**config.mk**
```make
export PLATFORM = sky130hd
export DESIGN_NAME = beep_pattern_seq
export DESIGN_NICKNAME = d
export VERILOG_FILES = /design/src/rtl/beep_pattern_seq.sv
export SDC_FILE = /design/constraint.sdc
export NUM_CORES = 1
export LEC_CHECK = 0
export ABC_AREA = 1
export BUFFER_PORTS_ARGS = -buffer_cell sky130_fd_sc_hd__buf_2
export CORE_MARGIN = 1
export CORE_UTILIZATION = 40
export DETAILED_ROUTE_END_ITERATION = 10
export GPL_ROUTABILITY_DRIVEN = 1
export PLACE_DENSITY = 0.65
export SLEW_MARGIN = 15
export SYNTH_ARGS = -nofsm -noshare
export SYNTH_HDL_FRONTEND = slang
export SYNTH_SLANG_ARGS = --single-unit
```
**constraint.sdc**
```tcl
create_clock -name i_clk_32k -period 1.8 [get_ports i_clk_32k]
set_input_delay 0.27 -clock i_clk_32k [delete_from_list [all_inputs] [get_ports i_clk_32k]]
set_output_delay 0.27 -clock i_clk_32k [all_outputs]
set_load 0.02 [all_outputs]
```
**src/rtl/beep_pattern_seq.sv**
```systemverilog
// rtl/beep_pattern_seq.sv - timed beep/tone pattern sequencer feeding the buzzer driver
module beep_pattern_seq #(
  parameter int TICK_DIV = 32,
  parameter int T_SHORT  = 50,
  parameter int T_GAP    = 100,
  parameter int T_LONG   = 500,
  parameter int T_SIREN  = 250
) (
  input  logic       i_clk_32k,
  input  logic       i_Rst,
  input  logic       i_Trigger,
  input  logic [1:0] i_Mode,
  input  logic       i_Stop,
  output logic       o_BeepEnable,
  output logic [4:0] o_divide,
  output logic       o_Busy,
  output logic       o_Done
);

  typedef enum logic [1:0] {S_IDLE, S_ON, S_GAP} state_t;

  localparam logic [1:0] M_KEY    = 2'd0;
  localparam logic [1:0] M_TRIPLE = 2'd1;
  localparam logic [1:0] M_LONG   = 2'd2;
  localparam logic [1:0] M_SIREN  = 2'd3;

  localparam logic [7:0] PRESC_LAST = 8'(TICK_DIV - 1);
  localparam logic [4:0] TONE_LO    = 5'b00001;
  localparam logic [4:0] TONE_MID   = 5'b00010;
  localparam logic [4:0] TONE_HI    = 5'b00100;

  state_t     r_state;
  logic [1:0] r_mode;
  logic [7:0] r_presc;
  logic [9:0] r_ticks;
  logic [1:0] r_beeps;
  logic [4:0] r_tone;

  state_t     w_state_nxt;
  logic [1:0] w_mode_nxt;
  logic [7:0] w_presc_nxt;
  logic [9:0] w_ticks_nxt;
  logic [1:0] w_beeps_nxt;
  logic [4:0] w_tone_nxt;
  logic       w_done_nxt;
  logic [9:0] w_dur;
  logic       w_tick;
  logic       w_phase_end;

  always_comb begin
    w_dur = 10'(T_SHORT);
    if (r_state == S_GAP) begin
      w_dur = 10'(T_GAP);
    end else begin
      case (r_mode)
        M_LONG:  w_dur = 10'(T_LONG);
        M_SIREN: w_dur = 10'(T_SIREN);
        default: w_dur = 10'(T_SHORT);
      endcase
    end
  end

  assign w_tick      = (r_presc == PRESC_LAST);
  assign w_phase_end = w_tick && (r_ticks == w_dur - 10'd1);

  always_comb begin
    w_state_nxt = r_state;
    w_mode_nxt  = r_mode;
    w_presc_nxt = w_tick ? 8'd0 : r_presc + 8'd1;
    w_ticks_nxt = w_tick ? r_ticks + 10'd1 : r_ticks;
    w_beeps_nxt = r_beeps;
    w_tone_nxt  = r_tone;
    w_done_nxt  = 1'b0;
    case (r_state)
      S_IDLE: begin
        w_presc_nxt = 8'd0;
        w_ticks_nxt = 10'd0;
        w_beeps_nxt = 2'd0;
        if (i_Trigger && !i_Stop) begin
          w_state_nxt = S_ON;
          w_mode_nxt  = i_Mode;
          case (i_Mode)
            M_TRIPLE: w_tone_nxt = TONE_MID;
            M_LONG:   w_tone_nxt = TONE_HI;
            default:  w_tone_nxt = TONE_LO;
          endcase
        end
      end
      default: begin
        if (i_Stop) begin
          w_state_nxt = S_IDLE;
          w_presc_nxt = 8'd0;
          w_ticks_nxt = 10'd0;
          w_beeps_nxt = 2'd0;
        end else if (w_phase_end) begin
          w_presc_nxt = 8'd0;
          w_ticks_nxt = 10'd0;
          if (r_state == S_GAP) begin
            w_state_nxt = S_ON;
            w_beeps_nxt = r_beeps + 2'd1;
          end else begin
            case (r_mode)
              M_SIREN: w_tone_nxt = (r_tone == TONE_LO) ? TONE_HI : TONE_LO;
              M_TRIPLE: begin
                // third beep has no trailing gap
                if (r_beeps == 2'd2) begin
                  w_state_nxt = S_IDLE;
                  w_done_nxt  = 1'b1;
                  w_beeps_nxt = 2'd0;
                end else begin
                  w_state_nxt = S_GAP;
                end
              end
              default: begin
                w_state_nxt = S_IDLE;
                w_done_nxt  = 1'b1;
              end
            endcase
          end
        end
      end
    endcase
  end

  always_ff @(posedge i_clk_32k) begin
    if (i_Rst) begin
      r_state      <= S_IDLE;
      r_mode       <= M_KEY;
      r_presc      <= 8'd0;
      r_ticks      <= 10'd0;
      r_beeps      <= 2'd0;
      r_tone       <= 5'd0;
      o_BeepEnable <= 1'b0;
      o_divide     <= 5'd0;
      o_Busy       <= 1'b0;
      o_Done       <= 1'b0;
    end else begin
      r_state      <= w_state_nxt;
      r_mode       <= w_mode_nxt;
      r_presc      <= w_presc_nxt;
      r_ticks      <= w_ticks_nxt;
      r_beeps      <= w_beeps_nxt;
      r_tone       <= w_tone_nxt;
      o_BeepEnable <= (w_state_nxt == S_ON);
      o_divide     <= (w_state_nxt == S_IDLE) ? 5'd0 : w_tone_nxt;
      o_Busy       <= (w_state_nxt != S_IDLE);
      o_Done       <= w_done_nxt;
    end
  end

endmodule
```
; After elaboration in Yosys (flattened, before gate mapping)
; Index checks and enable logic that the tools add are counted.
[word_totals]
mem_bits_rw = 0
elab_cells = 63
latch_bits = 0
memories = 0
inputBits = 6
mem_bits_ro = 0
regBits = 37
output_inout_bits = 8
[classes]
div = 0
n_addsub = 4
bitwise = 1
n_mux = 22
n_reduce_logical = 15
multipliers = 0
n_shift = 0
eq_ne = 11
order_cmp = 0
[op_table]
columns = op, count
row1 = 5-bit 2-to-1 mux, 6
row2 = 2-bit 2-to-1 mux, 9
row3 = 9-bit case mux with 2 select lines, 1
row4 = 10-bit by 1-bit adder with 10-bit output (second input constant), 1
row5 = 10-bit equality test, 1
row6 = 2-bit equality test (second input constant), 5
row7 = 5-bit OR reduction, 2
row8 = 10-bit by 1-bit subtractor with 10-bit output (second input constant), 1
row9 = 9-bit 2-to-1 mux, 1
row10 = 8-bit by 1-bit adder with 8-bit output (second input constant), 1
row11 = 8-bit by 5-bit equality test with 1-bit output (second input constant), 1
row12 = 2-bit by 1-bit equality test with 1-bit output (second input constant), 3
row13 = 3-bit case mux with 2 select lines, 1
row14 = 2-bit nonzero test, 3
row15 = 5-bit by 1-bit equality test with 1-bit output (second input constant), 1
row16 = 2-bit logical NOT, 2
row17 = 2-bit case mux with 2 select lines, 1
row18 = 4-bit OR reduction, 1
row19 = 3-bit 2-to-1 mux, 1
row20 = 3-bit AND reduction, 1
row21 = 3-bit OR reduction, 1
row22 = 2-bit by 1-bit adder with 2-bit output (second input constant), 1
row23 = 1-bit logical AND, 2
row24 = 1-bit case mux with 2 select lines, 1
row25 = other kinds (5), 5

; Logic depth before layout (Yosys ltp)
[logic_depth]
word_depth = 11
ltp_mapped = 13
mapped_depth_nobuf = 13

; Worst setup path before layout
; OpenSTA, ideal clock, no wires.
[synth_path]
path_kind = register to register
start = reg r_presc[0]
end = reg o_BeepEnable
t_arrival_ps = 1590
stages_incl_launch_ff = 13
t_required_ps = 1691
setup_time_ps = 109
period_less_slack_ps = 1699
setup_slack_ps = 101
n_path_buf = 0
path_cell_list = dfxtp_1 > ha_1 > nand3_2 > nor2_4 > nand3_1 > inv_1 > nand4_1 > nand2_1 > nand2_1 > a21oi_4 > inv_2 > nand2_1 > inv_1
[synth_between]
elab_chain_cells = 6
[synth_rtl]
columns = item, line
row1 = start: declaration, 34  ; logic [7:0] r_presc;
row2 = start signal: assignment, 140  ; r_presc <= w_presc_nxt;
row3 = 8-bit by 5-bit equality test with 1-bit output, 63  ; assign w_tick = (r_presc == PRESC_LAST);
row4 = 1-bit logical AND, 64  ; assign w_phase_end = w_tick && (r_ticks == w_dur - 10'd1);
row5 = 2-bit 2-to-1 mux, 95  ; end else if (w_phase_end) begin
row6 = 2-bit 2-to-1 mux, 90  ; if (i_Stop) begin
row7 = 2-bit 2-to-1 mux, 74  ; case (r_state)
row8 = 2-bit by 1-bit equality test with 1-bit output, 144  ; o_BeepEnable <= (w_state_nxt == S_ON);
row9 = end signal: assignment, 144
row10 = end: declaration, 14  ; output logic o_BeepEnable,
; No other way between the ends.
; A chain may end at the register's enable or synchronous reset.

; Final worst setup path
[layout_path]
start = reg r_mode[1]
end = reg o_BeepEnable
[layout_between]
elab_chain_cells = 10
[layout_rtl]
columns = item, line
row1 = start: declaration, 33  ; logic [1:0] r_mode;
row2 = start signal: assignment, 139  ; r_mode <= w_mode_nxt;
row3 = 2-bit equality test (on tied branches), "55, 102"
row4 = 9-bit case mux with 2 select lines, 55  ; case (r_mode)
row5 = 9-bit 2-to-1 mux, 52  ; if (r_state == S_GAP) begin
row6 = 10-bit by 1-bit subtractor with 10-bit output, 64
row7 = 10-bit equality test, 64
row8 = 1-bit logical AND, 64
row9 = 2-bit 2-to-1 mux (*), 95
row10 = 2-bit 2-to-1 mux (*), 90
row11 = 2-bit 2-to-1 mux (*), 74
row12 = 2-bit by 1-bit equality test with 1-bit output (*), 144
; Every way passes the cells marked *; elsewhere a longest branch is shown, timed or not.

==> results.json <==
{
  "globalRoute.totalOverflow": 0,
  "synthesis.area_sq_um": 1847,
  "worstRegToRegCells": 13,
  "rrSetupSlack_ps": 40,
  "crit_start": "r_mode[1]",
  "port_buffers": 13,
  "routed_wire_per_std_cell_microns": 11.78,
  "synth_compound_gate_area_share_pct": 7.927,
  "finalSetupViolations": 0,
  "critical_path.endpoint_type": "flop",
  "drive_gt1_share_pct": 35.71,
  "crit_path_frequent_cell": "sky130_fd_sc_hd__nand2_1",
  "place_congestion": 0.8395,
  "clock_latency_ps": 290,
  "p_leak_uw": 0.001043,
  "hold_depth": 2,
  "final.fill_count": 411,
  "post_synth_and_or_nand_nor_area_fraction_pct": 36.18,
  "cp_slowest_cell": "sky130_fd_sc_hd__dfxtp_4",
  "yosysTopAreaCell": "sky130_fd_sc_hd__dfxtp_1",
  "yosysWarningCount": 0,
  "core_area_sq_um": 4384,
  "power-per-cell-area_nw_per_um2": 665.5,
  "classification_of_the_worst_slack_hold_path": "in2reg",
  "syn_inst": 258,
  "start_util_pct": 42.12,
  "number_of_global_route_vias_before_repair": 1654,
  "cp-start-kind": "flop",
  "setup-tns-final_ps": 0,
  "layout_common_cells": "sky130_fd_sc_hd__nand2_1 (43), sky130_fd_sc_hd__nor2_1 (32), sky130_fd_sc_hd__inv_1 (31), sky130_fd_sc_hd__dfxtp_1 (27), sky130_fd_sc_hd__buf_4 (27)",
  "area.growth.synth_to_final_pct": 34.35,
  "yosysTopAreaCellShare_pct": 40.11,
  "final_util_pct": 56.59,
  "drc_errors": 0,
  "reg2reg_to": "o_BeepEnable",
  "pin_count": 14,
  "cp_max_fo": 7,
  "floorplan.rows": 24,
  "peakVddDrop_uv": 431.2,
  "antenna_found_initial": 0,
  "yosys.area_share.adder_pct": 3.388,
  "num-nets-final": 319,
  "cts.path.max_buffers": 2,
  "drt_iter0_drc": 102,
  "fmax_ghz": 0.5669,
  "clock-root-buffer": "sky130_fd_sc_hd__clkbuf_8",
  "routed-via-count": 1742,
  "cts-htree-levels": 2,
  "number_of_max_cap_violations": 0,
  "chip_width_microns": 69.95,
  "timing.critical_path.required_ps": 2000,
  "tritoncts": "done",
  "worst_path_dominant_cell_family": "simple AND/OR/NAND/NOR gates",
  "vias_per_cell": 4.839,
  "criticalPathCategory": "reg2reg",
  "postSynthNetCount": 269,
  "synth.top_cells.by_area": "sky130_fd_sc_hd__dfxtp_1 (40%), sky130_fd_sc_hd__nand2_1 (11%), sky130_fd_sc_hd__nor2_1 (7.9%)",
  "grt_first_pass_wirelength_microns": 7038,
  "reg2reg_from": "r_mode[1]",
  "multi_input_area_sq_um": 1095,
  "numCtsBuffers": 5,
  "die_h_microns": 69.95,
  "holdPathEnd": "r_tone[4]",
  "synth.distinct_cells": 27,
  "max_stage_delay_ps": 360,
  "fraction_of_the_cycle_the_final_worst_path_needs_pct": 98.00,
  "buf_inv_stages_crit_path": 4,
  "routed_wl_microns": 4242,
  "finalPower_uw": 1651,
  "worst_path_cell_trace": "buf_4, nand2_1, nand2_2, nand2_1, nand3_2, inv_2, nand4_1, nand2_1, nand2_2, a21oi_4, inv_2, nand2_1, inv_1",
  "grt.total_usage_pct": 17.97,
  "finalClockSkew_ps": 7.716,
  "worst_slew_margin_rel_pct": 77.79,
  "grt_start_max_net_pins": 12,
  "synth_xor_area_share_pct": 4.268,
  "timing.hold.ws_ps": 234.2,
  "seq_area_sq_um": 758.2,
  "worst_tran_pin_value_ps": 332.3,
  "ctsHoldBuffers": 0,
  "layout.cells.most_common": "sky130_fd_sc_hd__nand2_1",
  "timing.final.crit_period_ps": 1764,
  "clkSinkCount": 37,
  "synth_top_family_by_area": "simple AND/OR/NAND/NOR gates",
  "arrival_ps": 1960,
  "origin_of_the_worst_min_delay_path": "i_Rst",
  "synth_register_bits": 37,
  "antenna-diode-count": 0,
  "post_synth.cell_area_avg_sq_um": 7.158,
  "ant_nets": 0,
  "final-hold-violation-count": 0,
  "rsz0062_at_grt": "true",
  "path_clk_slew_ps": 70,
  "fp.dieArea_sq_um": 4892,
  "outcome": "completed",
  "synth.area.mux_share_pct": 0,
  "slew_violations": 0,
  "yosysSeqAreaShare_pct": 40.11,
  "drt_pass1_iterations": 4,
  "detailedPlacementHpwl_microns": 2996
}
==> worst reg2reg max path: cells and delay by family, from the launching register on <==
| kind | cells | cell delay, ps |
|---|---|---|
| compound gates | 1 | 250 |
| simple gates | 8 | 720 |
| flops | 1 | 360 |
| buf+inv | 4 | 330 |
==> sequential cells by signal (all words and copies together) (netlist names) <==
register and flops:
r_state 2, o_Busy 1, r_beeps 2, r_tone 5
o_Done 1, r_presc 8, o_divide 5, r_ticks 10
o_BeepEnable 1, r_mode 2
==> metal layers <==
| metal | wire, microns | vias up | track usage [%] | share of wire [%] |
|---|---|---|---|---|
| li1 | - | 924 | - | - |
| met1 | 2035 | 778 | 24.69 | 48 |
| met2 | 1957 | 28 | 27.56 | 46 |
| met3 | 136 | 12 | 3.463 | 3.2 |
| met4 | 112 | 0 | 7.333 | 2.6 |
| met5 | 0 | - | 0 | 0 |
==> cells by family (layout without fill, tap and decap cells) <==
family,count (synthesis),in the layout
adder cells (fa/ha/maj),5,5
XOR/XNOR,9,9
buffers and inverters,40,90
AND/OR/NAND/NOR,141,141
AO/OA/AOI/OAI,26,26
flip-flops,37,37
==> per-stage QoR <==
step | cells | setup WS [ps] | cell area, sq um
after floorplan | 258 | 101.3 | 1847
after global placement | 348 | -57.59 | 2168
after detailed placement | 348 | -58.75 | 2168
after CTS | 359 | 2.682 | 2326
after global routing | 360 | -130.3 | 2481
final | 360 | 35.95 | 2481
==> cell usage after synthesis <==
library cell	instances
sky130_fd_sc_hd__a21oi_4	1
sky130_fd_sc_hd__clkbuf_1	1
sky130_fd_sc_hd__ha_1	5
sky130_fd_sc_hd__xor2_1	6
sky130_fd_sc_hd__and3_1	1
sky130_fd_sc_hd__xnor2_1	3
sky130_fd_sc_hd__dfxtp_1	37
sky130_fd_sc_hd__a211oi_1	1
sky130_fd_sc_hd__o21ai_0	7
sky130_fd_sc_hd__a21boi_1	1
sky130_fd_sc_hd__nand2_1	52
sky130_fd_sc_hd__nand2_2	2
sky130_fd_sc_hd__nand4_1	6
sky130_fd_sc_hd__nor4_1	1
sky130_fd_sc_hd__inv_1	37
sky130_fd_sc_hd__nor2_1	39
sky130_fd_sc_hd__nand3_4	1
sky130_fd_sc_hd__nor2_4	4
sky130_fd_sc_hd__or2_2	1
sky130_fd_sc_hd__nor3_1	5
sky130_fd_sc_hd__inv_2	2
sky130_fd_sc_hd__nor3b_1	3
sky130_fd_sc_hd__nand3_2	2
sky130_fd_sc_hd__nor2_2	2
sky130_fd_sc_hd__nor3_2	1
sky130_fd_sc_hd__nand3_1	21
sky130_fd_sc_hd__a21oi_1	16
==> power breakdown <==
part / internal, uW / total (uW) / switching, uW
Clock: 403 / 694 / 291
Sequential: 830 / 840 / 10.7
Combinational: 44.0 / 117 / 73.1
Total: 1280 / 1650 / 375
==> layout make-up <==
type                    instances  area share (%)
repair buffers                 44           12.61
clock inverters                 2           1.412
inverters                      39           5.900
multi-input cells             181           44.13
clock buffers                   5           2.774
well taps                      52           2.622
flip-flops and latches         37           30.56
==> worst max-delay path by stage <==
stage	endpoint	slack, ps	cells past startpoint
4_1_cts	r_ticks[8]	3	10
5_1_grt	o_BeepEnable	-130	14
3_5_place_dp	o_BeepEnable	-60	12
6_report	o_BeepEnable	40	13
2_1_floorplan	o_BeepEnable	100	12
3_3_place_gp	o_BeepEnable	-60	12
==> what timing repair did <==
item                       4_1_cts  5_1_grt
setup buffers                    4        1
setup endpoints to repair        7       31
gates resized for setup         10       47
hold endpoints to repair         0        0
pin swaps                        8       21
Note: power is estimated with default switching activity, not from simulation.
